$ cat config.mk
export PLATFORM = sky130hd
export DESIGN_NAME = sw_egress_arbiter
export DESIGN_NICKNAME = d
export VERILOG_FILES = /design/src/rtl/sw_egress_arbiter.sv
export SDC_FILE = /design/constraint.sdc
export NUM_CORES = 1
export LEC_CHECK = 0
export BUFFER_PORTS_ARGS = -buffer_cell sky130_fd_sc_hd__buf_2
export CAP_MARGIN = 20
export CELL_PAD_IN_SITES_DETAIL_PLACEMENT = 1
export CELL_PAD_IN_SITES_GLOBAL_PLACEMENT = 2
export CORE_ASPECT_RATIO = 0.7
export CORE_MARGIN = 2
export CORE_UTILIZATION = 30
export DETAILED_ROUTE_END_ITERATION = 10
export MAX_ROUTING_LAYER = met4
export PLACE_DENSITY_LB_ADDON = 0.1
export SLEW_MARGIN = 20
export SYNTH_ARGS = -nofsm -noshare
export SYNTH_HDL_FRONTEND = slang
export SYNTH_SLANG_ARGS = --single-unit
export TNS_END_PERCENT = 5
$ cat constraint.sdc
create_clock -name clk -period 2.45 [get_ports clk]
set_input_delay 0.49 -clock clk [delete_from_list [all_inputs] [get_ports clk]]
set_output_delay 0.49 -clock clk [all_outputs]
set_load 0.005 [all_outputs]
$ cat src/rtl/sw_egress_arbiter.sv
// Packet-atomic round-robin arbiter merging two ingress FIFOs onto one egress port.
// Follows the 1-cycle registered FIFO read latency and emits a framed valid/ready stream.
module sw_egress_arbiter #(
    parameter int unsigned LEN_W = 8,
    parameter int unsigned CNT_W = 16
) (
    input  logic             clk,
    input  logic             resetN,
    input  logic             empty0,
    input  logic             empty1,
    input  logic [31:0]      dout0,
    input  logic [31:0]      dout1,
    output logic             rd_en0,
    output logic             rd_en1,
    output logic [31:0]      out_data,
    output logic             out_valid,
    input  logic             out_ready,
    output logic             out_sop,
    output logic             out_eop,
    output logic [1:0]       grant,
    output logic [CNT_W-1:0] pkt_cnt0,
    output logic [CNT_W-1:0] pkt_cnt1
);

    typedef enum logic [1:0] {StIdle, StHdr, StXfer} state_e;

    state_e           state_q, state_d;
    logic [1:0]       grant_q, grant_d;
    logic             rr_q, rr_d;
    logic [LEN_W-1:0] remain_q, remain_d;
    logic             pending_q, pending_d;
    logic [31:0]      data_q, data_d;
    logic             valid_q, valid_d;
    logic             sop_q, sop_d;
    logic             eop_q, eop_d;
    logic [CNT_W-1:0] cnt0_q, cnt0_d;
    logic [CNT_W-1:0] cnt1_q, cnt1_d;

    logic             slot_free;
    logic             owner_empty;
    logic [31:0]      owner_dout;
    logic [LEN_W-1:0] hdr_len;
    logic             winner;
    logic             pkt_done;

    assign slot_free   = !valid_q || out_ready;
    assign owner_dout  = grant_q[1] ? dout1 : dout0;
    assign owner_empty = grant_q[1] ? empty1 : empty0;
    assign hdr_len     = owner_dout[LEN_W-1:0];

    // rr_q holds the last winner; on a tie the other input is served.
    always_comb begin
        if (!empty0 && !empty1) begin
            winner = ~rr_q;
        end else begin
            winner = empty0;
        end
    end

    always_comb begin
        state_d   = state_q;
        grant_d   = grant_q;
        rr_d      = rr_q;
        remain_d  = remain_q;
        pending_d = pending_q;
        data_d    = data_q;
        valid_d   = valid_q && !out_ready;
        sop_d     = sop_q;
        eop_d     = eop_q;
        rd_en0    = 1'b0;
        rd_en1    = 1'b0;
        pkt_done  = 1'b0;

        unique case (state_q)
            StIdle: begin
                if (slot_free && (!empty0 || !empty1)) begin
                    rd_en0  = !winner;
                    rd_en1  = winner;
                    grant_d = winner ? 2'b10 : 2'b01;
                    rr_d    = winner;
                    state_d = StHdr;
                end
            end
            StHdr: begin
                // Slot is guaranteed free here: the header read required it.
                data_d   = owner_dout;
                valid_d  = 1'b1;
                sop_d    = 1'b1;
                eop_d    = (hdr_len == '0);
                remain_d = hdr_len;
                if (hdr_len == '0) begin
                    pkt_done = 1'b1;
                    grant_d  = 2'b00;
                    state_d  = StIdle;
                end else begin
                    state_d = StXfer;
                end
            end
            StXfer: begin
                if (pending_q) begin
                    data_d    = owner_dout;
                    valid_d   = 1'b1;
                    sop_d     = 1'b0;
                    eop_d     = (remain_q == LEN_W'(1));
                    remain_d  = remain_q - LEN_W'(1);
                    pending_d = 1'b0;
                    if (remain_q == LEN_W'(1)) begin
                        pkt_done = 1'b1;
                        grant_d  = 2'b00;
                        state_d  = StIdle;
                    end
                end else if (remain_q != '0 && !owner_empty && slot_free) begin
                    rd_en0    = grant_q[0];
                    rd_en1    = grant_q[1];
                    pending_d = 1'b1;
                end
            end
            default: begin
                state_d = StIdle;
            end
        endcase
    end

    always_comb begin
        cnt0_d = cnt0_q;
        cnt1_d = cnt1_q;
        if (pkt_done && grant_q[0]) begin
            cnt0_d = cnt0_q + CNT_W'(1);
        end
        if (pkt_done && grant_q[1]) begin
            cnt1_d = cnt1_q + CNT_W'(1);
        end
    end

    always_ff @(posedge clk or negedge resetN) begin
        if (!resetN) begin
            state_q   <= StIdle;
            grant_q   <= 2'b00;
            rr_q      <= 1'b1;
            remain_q  <= '0;
            pending_q <= 1'b0;
            data_q    <= '0;
            valid_q   <= 1'b0;
            sop_q     <= 1'b0;
            eop_q     <= 1'b0;
            cnt0_q    <= '0;
            cnt1_q    <= '0;
        end else begin
            state_q   <= state_d;
            grant_q   <= grant_d;
            rr_q      <= rr_d;
            remain_q  <= remain_d;
            pending_q <= pending_d;
            data_q    <= data_d;
            valid_q   <= valid_d;
            sop_q     <= sop_d;
            eop_q     <= eop_d;
            cnt0_q    <= cnt0_d;
            cnt1_q    <= cnt1_d;
        end
    end

    assign out_data  = data_q;
    assign out_valid = valid_q;
    assign out_sop   = sop_q;
    assign out_eop   = eop_q;
    assign grant     = grant_q;
    assign pkt_cnt0  = cnt0_q;
    assign pkt_cnt1  = cnt1_q;

endmodule

Yosys cells after proc, flatten, opt, wreduce, memory -nomap -nowiden:

Cells that the tools add are included.

* output and inout bits: 71
* bits of input ports: 69
* word-level logic and storage cells: 82
* flip-flop bits (word level): 81

* eq/ne operators: 7
* add/subtract/negate cells: 3
* reduce and logical (&&, ||, !) cells: 24
* multiplexer cells: 36
* bitwise operators: 1

Operator list (count)
* $mux 32: 2
* $pmux 32 s2: 1
* $add 16x1->16 const B: 2
* $mux 1: 16
* $pmux 8 s2: 1
* $mux 2: 7
* $pmux 1 s2: 6
* $pmux 2 s3: 2
* $eq 8x1->1 const B: 1
* $logic_not 8->1: 1
* $mux 8: 1
* $ne 2x2->1 const B: 4
* $reduce_bool 8->1: 1
* $sub 8x1->8 const B: 1
* $logic_and 1x1->1: 7
* $logic_not 1->1: 6
* $reduce_and 5->1: 1
* $reduce_and 2->1: 2
* $reduce_and 3->1: 1
* $reduce_bool 3->1: 1
* $eq 2x1->1 const B: 1
* $eq 2x2->1 const B: 1
* $logic_not 2->1: 1
* $logic_or 1x1->1: 2
* 2 further kinds: 2

Longest topological paths before layout:

Gate-level depths: netlist of run 1.

* word-level depth: 7
* mapped depth: 9
* depth with buffers taken out: 7

Worst setup path after synthesis of run 1:

Ideal clock, no wire load.

* path type: register to register
* start point: reg state_q[0]
* end point: reg cnt0_q[1], in the netlist pkt_cnt0[1]
* stages on the path, launching flop included: 8
* slack: 226 ps
* setup time: 128 ps
* buffers on the path: 0
* arrival time: 2097 ps
* path through: dfrtp_1 -> inv_1 -> ha_1 -> and3_1 -> and3_1 -> nor3_2 -> nand2b_1 -> mux2_1

* longest elaborated chain between the ends: 3
* elaborated cells on any way between the ends: 4

RTL lines
* from (decl): line 27 `state_e state_q, state_d;`
* from (signal assigned): line 137 `state_q <= StIdle;`
* from (signal assigned): line 149 `state_q <= state_d;`
* $eq 2x2->1 / $eq 2x1->1 (equally long branches): line 74 `unique case (state_q)`
* $pmux 1 s2 (*): line 74
* $logic_and 1x1->1 (*): line 127 `if (pkt_done && grant_q[0]) begin`
* to (signal assigned): line 158 `cnt0_q <= cnt0_d;`
* to (decl): line 36 `logic [CNT_W-1:0] cnt0_q, cnt0_d;`

Every way passes the cells marked *; elsewhere a longest branch is shown, timed or not.
A chain may end at the register's enable or synchronous reset.

Worst setup path after layout of run 1:

* start point: reg state_q[0]
* end point: out rd_en0

* longest elaborated chain between the ends: 2
* elaborated cells on any way between the ends: 3

RTL lines
* $eq 2x2->1 / $logic_not 2->1 (equally long branches): line 74
* $pmux 1 s2 (*): line 74
* to (decl): line 13 `output logic rd_en0,`

Marked as above.

==> metrics.md, run 1 <==
| Metric | Value |
|---|---|
| Seq/Total Area, Yosys | 50.1% |
| Postcts setup bufs | 0 |
| First-pass GRT wire length | 20100 µm |
| # clock sinks | 81 |
| Starting Density | 30.7% |
| Skew final | 0.00648 ns |
| Initial drt markers | 140 |
| Drt pass-1 iters | 4 |
| IO Port Bufs | 139 |
| Max Cap Viol | 0 |
| Synth top area cells | dfrtp_1, mux2i_1, o21ai_0 |
| # rows | 35 |
| Clock slew at reported path FFs | 0.06 ns |
| Dpl ws | 0.0203 ns |
| CP max stage delay | 0.41 ns |
| Die area | 0.0145 mm² |
| Layout cell share with drive strength beyond 1 | 35.0% |
| Syn_area_per_cell | 10.2 µm² |
| Slack of the critical path | 0.116 ns |
| Final setup vio count | 0 |
| Setup total negative slack | 0 ns |
| Worst relative slew slack | 62.1% |
| Yosys top cell by area | dfrtp_1 |
| Top achievable clock speed | 0.429 GHz |
| Initial antenna violation count | 0 |
| Core area | 0.0132 mm² |
| CP startpoint kind | flop |
| Period utilisation layout | 95.3% |
| CTS root buffer | clkbuf_16 |
| Leak pwr | 2.74 nW |
| Pwr/cell area | 1070 mW/mm² |
| CTS max path bufs | 2 |
| Outcome | finished clean |
| Worst-Skew Late Latency | 0.34 ns |
| Vias in the first global route | 3732 |
| Kind of cell adding the most delay to the critical path | compound AO/OA/AOI/OAI gates |
| Die Span Y | 101 µm |
| Synth top area share | 49.4% |
| Fin nets | 630 |
| Synthesized area | 0.00405 mm² |
| Routed vias | 3504 |
| Synthesis Warnings | 0 |
| Crit. End Element | output port |
| Largest net degree at the start of global routing | 40 |
| Filler cells | 1524 |
| Total track usage | 18.5% |
| Syn_nets | 474 |
| Asr flop ratio synth | 100% |
| Arrival time worst endpoint | 1.84 ns |
| CP max-delay cell | dfrtp_1 |
| Yosys reg bits | 81 |
| VDD IR-drop max | 0.415 mV |
| RSZ-0062 raised after global routing | false |
| CP cell instances | inv_1 > ha_2 > nand3_2 > a41oi_4 > a2bb2o_1 > buf_2 |
| CTS tree | done |
| Period minus WS final | 2.33 ns |
| Grt total ovfl | 0 |
| Critical path class | reg2out |
| Final Hold Fails | 0 |
| DR DRC count | 0 |
| Routed WL per cell | 16.3 µm |
| Die Span X | 143 µm |
| Layout area overhead | 35.5% |
| Number of antenna-violating nets in the routed design | 0 |
| Vias per inst | 4.72 |
| Final Max Tran Viols | 0 |
| DPL Wire Length | 9250 µm |
| ANT cells | 0 |
| WP data required | 1.96 ns |
| H-tree Lvls | 3 |
| EDFF count, synth | 0 |
| Post-Synthesis Cells | 397 |
| Maximum fanout along the worst path | 6 |
| Routability cong. | 0.773 |
| Synth cell types | 48 |
| Primary FF master, synth | dfrtp_1 |
| Actual slew at the worst max-slew pin | 0.568 ns |
| CTS Buf Count | 9 |
| Post-Route WL | 12100 µm |
| Io pins | 140 |
| Min-Delay Path Class | in2async |
| Worst Path Buf+Inv | 2 |
## synthesized netlist by cell type (2+ instances only)
master    count
nor2_1       27
nand2_1      47
and4_1        2
o31ai_1       3
dfrtp_1      80
mux2i_1      34
nand3b_1      4
nor3_1        9
xnor2_1      10
o21a_1        3
o21ai_0      36
nor2b_1       3
a22oi_1       3
mux2_2        4
nand3_1      14
buf_2         4
clkbuf_1     10
o211ai_1      3
ha_1          8
or4_1         2
a211o_1       2
nor4b_2       2
a21oi_1      18
nor3_2        3
a21o_1        3
and3_1        4
inv_1        10
nand4_1       9
nor4_1        4
xor2_1       18
## registers in the layout, indices dropped and copies added, names as in the netlist
name       flops
rr_q           1
remain_q       8
pkt_cnt1      16
out_valid      1
pkt_cnt0      16
grant          2
pending_q      1
state_q        2
out_data      32
out_eop        1
out_sop        1
## stage by stage
| step | utilization (%) | instances | cell area, µm² | hold slack, ns | power (mW) |
|---|---|---|---|---|---|
| finish | 41.6 | 742 | 5490 | 0.155 | 5.87 |
| global route | 41.6 | 742 | 5490 | 0.186 | 6.36 |
| CTS | 41.4 | 742 | 5460 | 0.167 | 5.93 |
| detailed placement | 38.8 | 727 | 5120 | 0.454 | 4.38 |
| global placement | 38.6 | 726 | 5090 | 0.454 | 4.26 |
| floorplan | - | 397 | 4050 | 0.194 | 3.33 |
## final cells by class
type	count	area, µm²	area share, %
Timing Repair Buffer	161	896	16.3
Clock inverter	4	76.3	1.39
Inverter	11	41.3	0.752
Clock buffer	11	253	4.60
Multi-Input combinational cell	289	1960	35.7
Sequential cell	81	2030	37.0
Tap cell	185	231	4.22
## worst register-to-register path: stages, from the launching register on
cell and delay [ns]:
dfrtp_1 0.39, inv_1 0.10, ha_1 0.35, and3_1 0.18, and3_1 0.22, nor3_4 0.38, nand2b_1 0.23, mux2_1 0.33
## kinds of logic after synthesis
family          synth area share [%]
compound gates                  11.8
mux                             9.79
xor+xnor                        6.05
simple gates                    17.0
fa+ha+maj                       2.47
flops                           50.1
buf+inv                         2.81
## placed cells by master, fill, tap and decap left out, types with 3 or more instances in the layout
cell	n
mux2i_1	34
dfrtp_1	79
nand3_1	13
o211ai_1	3
nand4_1	9
ha_1	7
inv_1	10
a22oi_1	3
and3_1	4
nor2b_1	3
xnor2_1	10
nor3_1	8
a21oi_1	17
buf_2	138
nor2_1	27
xor2_1	18
buf_4	21
nand3b_1	4
nand2_1	47
a21o_1	3
clkbuf_16	9
nor4_1	4
o21a_1	3
o21ai_0	36
nor3_2	3
mux2_2	4
## where the power goes
part,leakage (nW),internal [mW],switching [mW]
Clock,0.158,0.945,0.550
Sequential,1.02,1.75,0.283
Combinational,1.57,1.03,1.31
Total,2.74,3.73,2.14
## metal layers
metal	GRT usage (%)	share of wire (%)	wire length (µm)
met5	-	0	0
met4	4.11	0.72	87
met3	5.77	6.2	750
met2	26.2	42	5140
met1	26.0	51	6130
## final timing paths
check                           slack (ns)  cells after the start            to          from
worst min register to register        0.46                      1  pkt_cnt0[15]  pkt_cnt0[15]
min in group clk                      0.44                      3  out_data[23]     dout0[23]
max in group asynchronous             1.66                      2  out_data[18]        resetN
worst min-delay path                  0.16                      1      grant[0]        resetN
worst max-delay path                  0.12                      6        rd_en0    state_q[0]
worst max register to register        0.16                      7   pkt_cnt0[1]    state_q[0]
## repair_timing
item,4_1_cts,5_1_grt
endpoints found under the setup margin,3,6
pin swaps,0,0
resized for setup,3,4
hold endpoints to repair,0,0
hold buffers,0,0
Power figures use the tool's default switching activity.
==> run 2, diff against run 1 <==
BUFFER_PORTS_ARGS = -buffer_cell sky130_fd_sc_hd__buf_4   (was -buffer_cell sky130_fd_sc_hd__buf_2)
CORE_MARGIN = not set   (was 2)
clock period = 2.4 ns   (was 2.45 ns; I/O delays follow)
==> metrics.md, run 2 (synthesis gave the netlist of run 1 again) <==
| Metric | Value |
|---|---|
| Combinational fraction of design power | 42.1% |
| Initial drt markers | 115 |
| Die Span X | 141 µm |
| H-tree Lvls | 3 |
| Routability cong. | 0.775 |
| Postcts setup bufs | 0 |
| CP startpoint kind | flop |
| Routed vias | 3556 |
| Setup total negative slack | 0 ns |
| Routed WL per cell | 16.6 µm |
| Final Hold Fails | 0 |
| IO Port Bufs | 139 |
| Switching power share of the total | 36.1% |
| Die area | 0.0140 mm² |
| VDD IR-drop max | 0.397 mV |
| Worst-Skew Late Latency | 0.34 ns |
| Period utilisation layout | 99.5% |
| Fin nets | 629 |
| First-pass GRT wire length | 20000 µm |
| CTS root buffer | clkbuf_16 |
| Max reg flops | 32 |
| CTS max path bufs | 2 |
| Crit. End Element | output port |
| CTS tree | done |
| Total power | 6.16 mW |
| Final setup vio count | 0 |
| ANT cells | 0 |
| DR DRC count | 0 |
| Initial antenna violation count | 0 |
| Net Switching | 2.22 mW |
| Maximum fanout along the worst path | 9 |
| Min-Delay Path Class | in2async |
| Outcome | finished clean |
| Post-Route WL | 12300 µm |
| Drt pass-1 iters | 4 |
| Number of antenna-violating nets in the routed design | 0 |
| Leak pwr | 2.82 nW |
| # clock sinks | 81 |
| RSZ-0062 raised after global routing | true |
| Most frequent cells in the layout | buf_4, dfrtp_1, nand2_1 |
| Most common cell after layout, fill and taps aside | buf_4 |
| DPL Wire Length | 9260 µm |
| Actual slew at the worst max-slew pin | 0.579 ns |
| Worst relative slew slack | 61.3% |
| Critical path class | reg2out |
| Arrival time worst endpoint | 1.91 ns |
| Period minus WS final | 2.39 ns |
| Total track usage | 19.2% |
| Cell internal pwr | 3.94 mW |
| Io pins | 140 |
| Final Max Tran Viols | 0 |
| Skew final | 0.00809 ns |
| Clk pwr share | 23.8% |
| Starting Density | 30.7% |
| Grt total ovfl | 0 |
| Pwr/cell area | 1060 mW/mm² |
| # rows | 35 |
| WP data required | 1.92 ns |
| Vias per inst | 4.80 |
| Clock slew at reported path FFs | 0.06 ns |
| CTS Buf Count | 9 |
| Layout area overhead | 43.3% |
| Vias in the first global route | 3660 |
| Largest net degree at the start of global routing | 62 |
| Sequential share of power | 34.1% |
| Top achievable clock speed | 0.419 GHz |
| Max Cap Viol | 0 |
| Layout cell share with drive strength beyond 1 | 34.5% |
| Core area | 0.0132 mm² |
| Die Span Y | 99.2 µm |
## run 2: layout make-up
class                      instances  area, µm²
clock buffer                      10        229
sequential                        81       2030
tap                              185        231
inverter                          11       41.3
multi-input combinational        289       1960
fill                            1507       7380
timing repair buffer             160       1230
clock inverter                     5       81.3
## run 2: critical path, stage by stage (launching register included)
cell      delay (ns)
dfrtp_1         0.40
inv_1           0.15
ha_4            0.21
nand3_1         0.15
a41oi_2         0.35
a2bb2o_1        0.20
buf_4           0.10
## run 2: power by group through the flow
stage,combinational (mW),clock [mW],sequential (mW)
2_1_floorplan,1.33,0,2.07
3_3_place_gp,2.47,0,2.08
3_5_place_dp,2.53,0,2.10
4_1_cts,2.56,1.51,2.10
5_1_grt,2.90,1.57,2.16
6_report,2.59,1.47,2.10
## run 2: stage by stage
step	cell area (µm²)	instances	hold slack [ns]	utilization, %	setup WS, ns
finish	5800	741	0.0376	44.0	0.0126
global route	5800	741	0.0410	44.0	-0.0877
CTS	5770	740	0.0292	43.8	0.0207
detailed placement	5430	725	0.398	41.2	-0.0801
global placement	5430	725	0.397	41.2	0.0334
floorplan	4050	397	0.184	-	0.176
## run 2: repair_timing
action,CTS,global route
setup endpoints to repair,10,28
hold buffers,0,0
resized for setup,5,1
## run 2: path summary, 6_finish.rpt
check / from / to / slack [ns] / cells after the start
min in group clk: dout0[12] / out_data[12] / 0.42 / 3
hold reg to reg: pkt_cnt1[15] / pkt_cnt1[15] / 0.47 / 1
setup / recovery: state_q[0] / rd_en0 / 0.01 / 6
setup reg to reg: state_q[0] / pkt_cnt0[1] / 0.07 / 7
max in group asynchronous: resetN / out_data[13] / 1.73 / 2
hold / removal: resetN / out_valid / 0.04 / 1
## run 2: layer usage
metal	global-route usage [%]	share of wire (%)	vias to the layer above	wire (µm)
met5	-	0	-	0
met1	26.4	52	1719	6360
met2	27.3	41	109	5040
li1	-	-	1718	-
met4	4.52	0.86	0	106
met3	6.02	6.7	10	825
==> run 3, diff against run 2 <==
PLACE_DENSITY = 0.85   (was not set)
PLACE_DENSITY_LB_ADDON = not set   (was 0.1)
==> metrics.md, run 3 (synthesis gave the netlist of run 1 again) <==
| Metric | Value |
|---|---|
| Max reg flops | 32 |
| WP depth | 8 |
| Total power | 6.37 mW |
| CTS Buf Count | 9 |
| Most common cell after layout, fill and taps aside | buf_4 |
| Vias per inst | 4.89 |
| CTS root buffer | clkbuf_16 |
| Critical Path Most Common Cell | buf_4 |
| WP data required | 1.92 ns |
| Initial drt markers | 126 |
| Total track usage | 18.9% |
| Clock slew at reported path FFs | 0.06 ns |
| Final setup vio count | 0 |
| Worst Path Buf+Inv | 4 |
| Kind of cell adding the most delay to the critical path | buffers and inverters |
| CP startpoint kind | flop |
| Switching power share of the total | 35.0% |
| Worst relative slew slack | 26.6% |
| Worst r2r src | state_q[1] |
| Critical path class | reg2out |
| Worst Reg2Reg Path Length in Cells | 7 |
| Die area | 0.0140 mm² |
| CTS tree | done |
| ANT cells | 0 |
| Grt total ovfl | 0 |
| Initial antenna violation count | 0 |
| H-tree Lvls | 3 |
| First-pass GRT wire length | 20000 µm |
| Period minus WS final | 2.36 ns |
| Max Cap Viol | 0 |
| Routability cong. | 0.805 |
| Core area | 0.0132 mm² |
| Starting Density | 30.7% |
| Most frequent cells in the layout | buf_4, dfrtp_1, nand2_1 |
| VDD IR-drop max | 0.469 mV |
| Combinational fraction of design power | 41.2% |
| Crit. End Element | output port |
| CP cell instances | inv_1 > buf_4 > ha_2 > buf_12 > nand3_4 > a41oi_4 > a2bb2o_1 > buf_4 |
| Net Switching | 2.23 mW |
| Vias in the first global route | 3802 |
| Post-Route WL | 12600 µm |
| Final Hold Fails | 0 |
| Skew final | 0.00448 ns |
| IO Port Bufs | 139 |
| R2R setup slack | 0.05 ns |
| # clock sinks | 81 |
| Drt pass-1 iters | 4 |
| Die Span X | 141 µm |
| Routed vias | 3639 |
| Worst-Skew Late Latency | 0.33 ns |
| Layout cell share with drive strength beyond 1 | 34.9% |
| Final Max Tran Viols | 0 |
| Layout Cells excl Fill | 744 |
| Sequential share of power | 32.6% |
| Hold_ws | 0.0295 ns |
| Leak pwr | 2.85 nW |
| DR DRC count | 0 |
| Cells after DPL | 728 |
| Largest net degree at the start of global routing | 50 |
| Top achievable clock speed | 0.423 GHz |
| Filler cells | 1498 |
| CP max-delay cell | dfrtp_1 |
| Cell internal pwr | 4.14 mW |
| Arrival time worst endpoint | 1.88 ns |
| Maximum fanout along the worst path | 17 |
| Number of antenna-violating nets in the routed design | 0 |
| RSZ-0062 raised after global routing | true |
| Die Span Y | 99.2 µm |
| Min-Delay Path Class | in2async |
| Final core utilization | 44.6% |
| Outcome | finished clean |
| Pwr/cell area | 1080 mW/mm² |
| Clk pwr share | 26.2% |
| Layout area overhead | 45.0% |
| # rows | 35 |
| Io pins | 140 |
| CP max stage delay | 0.37 ns |
| Period utilisation layout | 98.4% |
| Actual slew at the worst max-slew pin | 1.10 ns |
| Routed WL per cell | 16.9 µm |
| DPL Wire Length | 9390 µm |
| Fin nets | 632 |
| CTS max path bufs | 2 |
| R2R Path End | out_data[30] |
==> run 3: cell types whose count changed in the layout (fill, tap and decap cells not counted), sizes merged <==
cell,change
buf,+2
clkinv,-1
bufinv,+2
clkinvlp,-1
a21oi,+1
==> run 3: how the worst max path moves through the flow <==
stage | to | startpoint | slack, ns
after global placement | pkt_cnt0[1] | state_q[0] | -0.03
after CTS | rd_en0 | state_q[0] | -0.003
final | rd_en0 | state_q[0] | 0.04
after detailed placement | pkt_cnt0[1] | state_q[1] | -0.14
after floorplan | pkt_cnt0[1] | state_q[0] | 0.18
after global routing | out_data[15] | state_q[1] | -0.09
==> run 3: worst reg2reg max path, delay by kind of cell (launching register included) <==
| kind | cells | cell delay (ns) |
|---|---|---|
| compound gates | 2 | 1.03 |
| buf+inv | 3 | 0.40 |
| flops | 1 | 0.37 |
| simple gates | 1 | 0.21 |
| fa+ha+maj | 1 | 0.18 |
==> run 3: repair_timing <==
action	CTS	global route
buffers inserted	0	0
hold buffers	0	0
endpoints found under the setup margin	10	31
resized for setup	7	3
gates cloned	0	1
pin swaps	0	0
==> run 3: power by group through the flow <==
stage               clock (mW)  combinational, mW  sequential (mW)
floorplan                    0               1.33             2.07
detailed placement           0               2.53             2.10
global route              1.76               2.91             2.14
finish                    1.67               2.62             2.07
global placement             0               2.43             2.07
CTS                       1.70               2.60             2.08
==> run 3: routing by layer <==
metal	vias up	GRT usage, %	wire length [µm]
li1	1728	-	-
met1	1807	23.6	5570
met2	89	30.7	6120
met3	15	5.34	728
met4	0	3.85	165
met5	-	-	0
==> run 3: cell type report <==
cell class / count / area (µm²) / share of cell area [%]
Inverter: 11 / 41.3 / 0.703
Tap cell: 185 / 231 / 3.94
Timing Repair Buffer: 162 / 1240 / 21.1
Clock inverter: 5 / 129 / 2.19
Sequential cell: 81 / 2030 / 34.5
Clock buffer: 10 / 229 / 3.90
Multi-Input combinational cell: 290 / 1970 / 33.6
==> run 3: metrics by stage <==
| stage | instance area [µm²] | TNS (ns) | setup slack (ns) |
|---|---|---|---|
| 2_1_floorplan | 4050 | 0 | 0.176 |
| 3_3_place_gp | 5450 | -0.0325 | -0.0325 |
| 3_5_place_dp | 5450 | -0.359 | -0.139 |
| 4_1_cts | 5850 | -0.00327 | -0.00327 |
| 5_1_grt | 5870 | -1.29 | -0.0919 |
| 6_report | 5870 | 0 | 0.0386 |
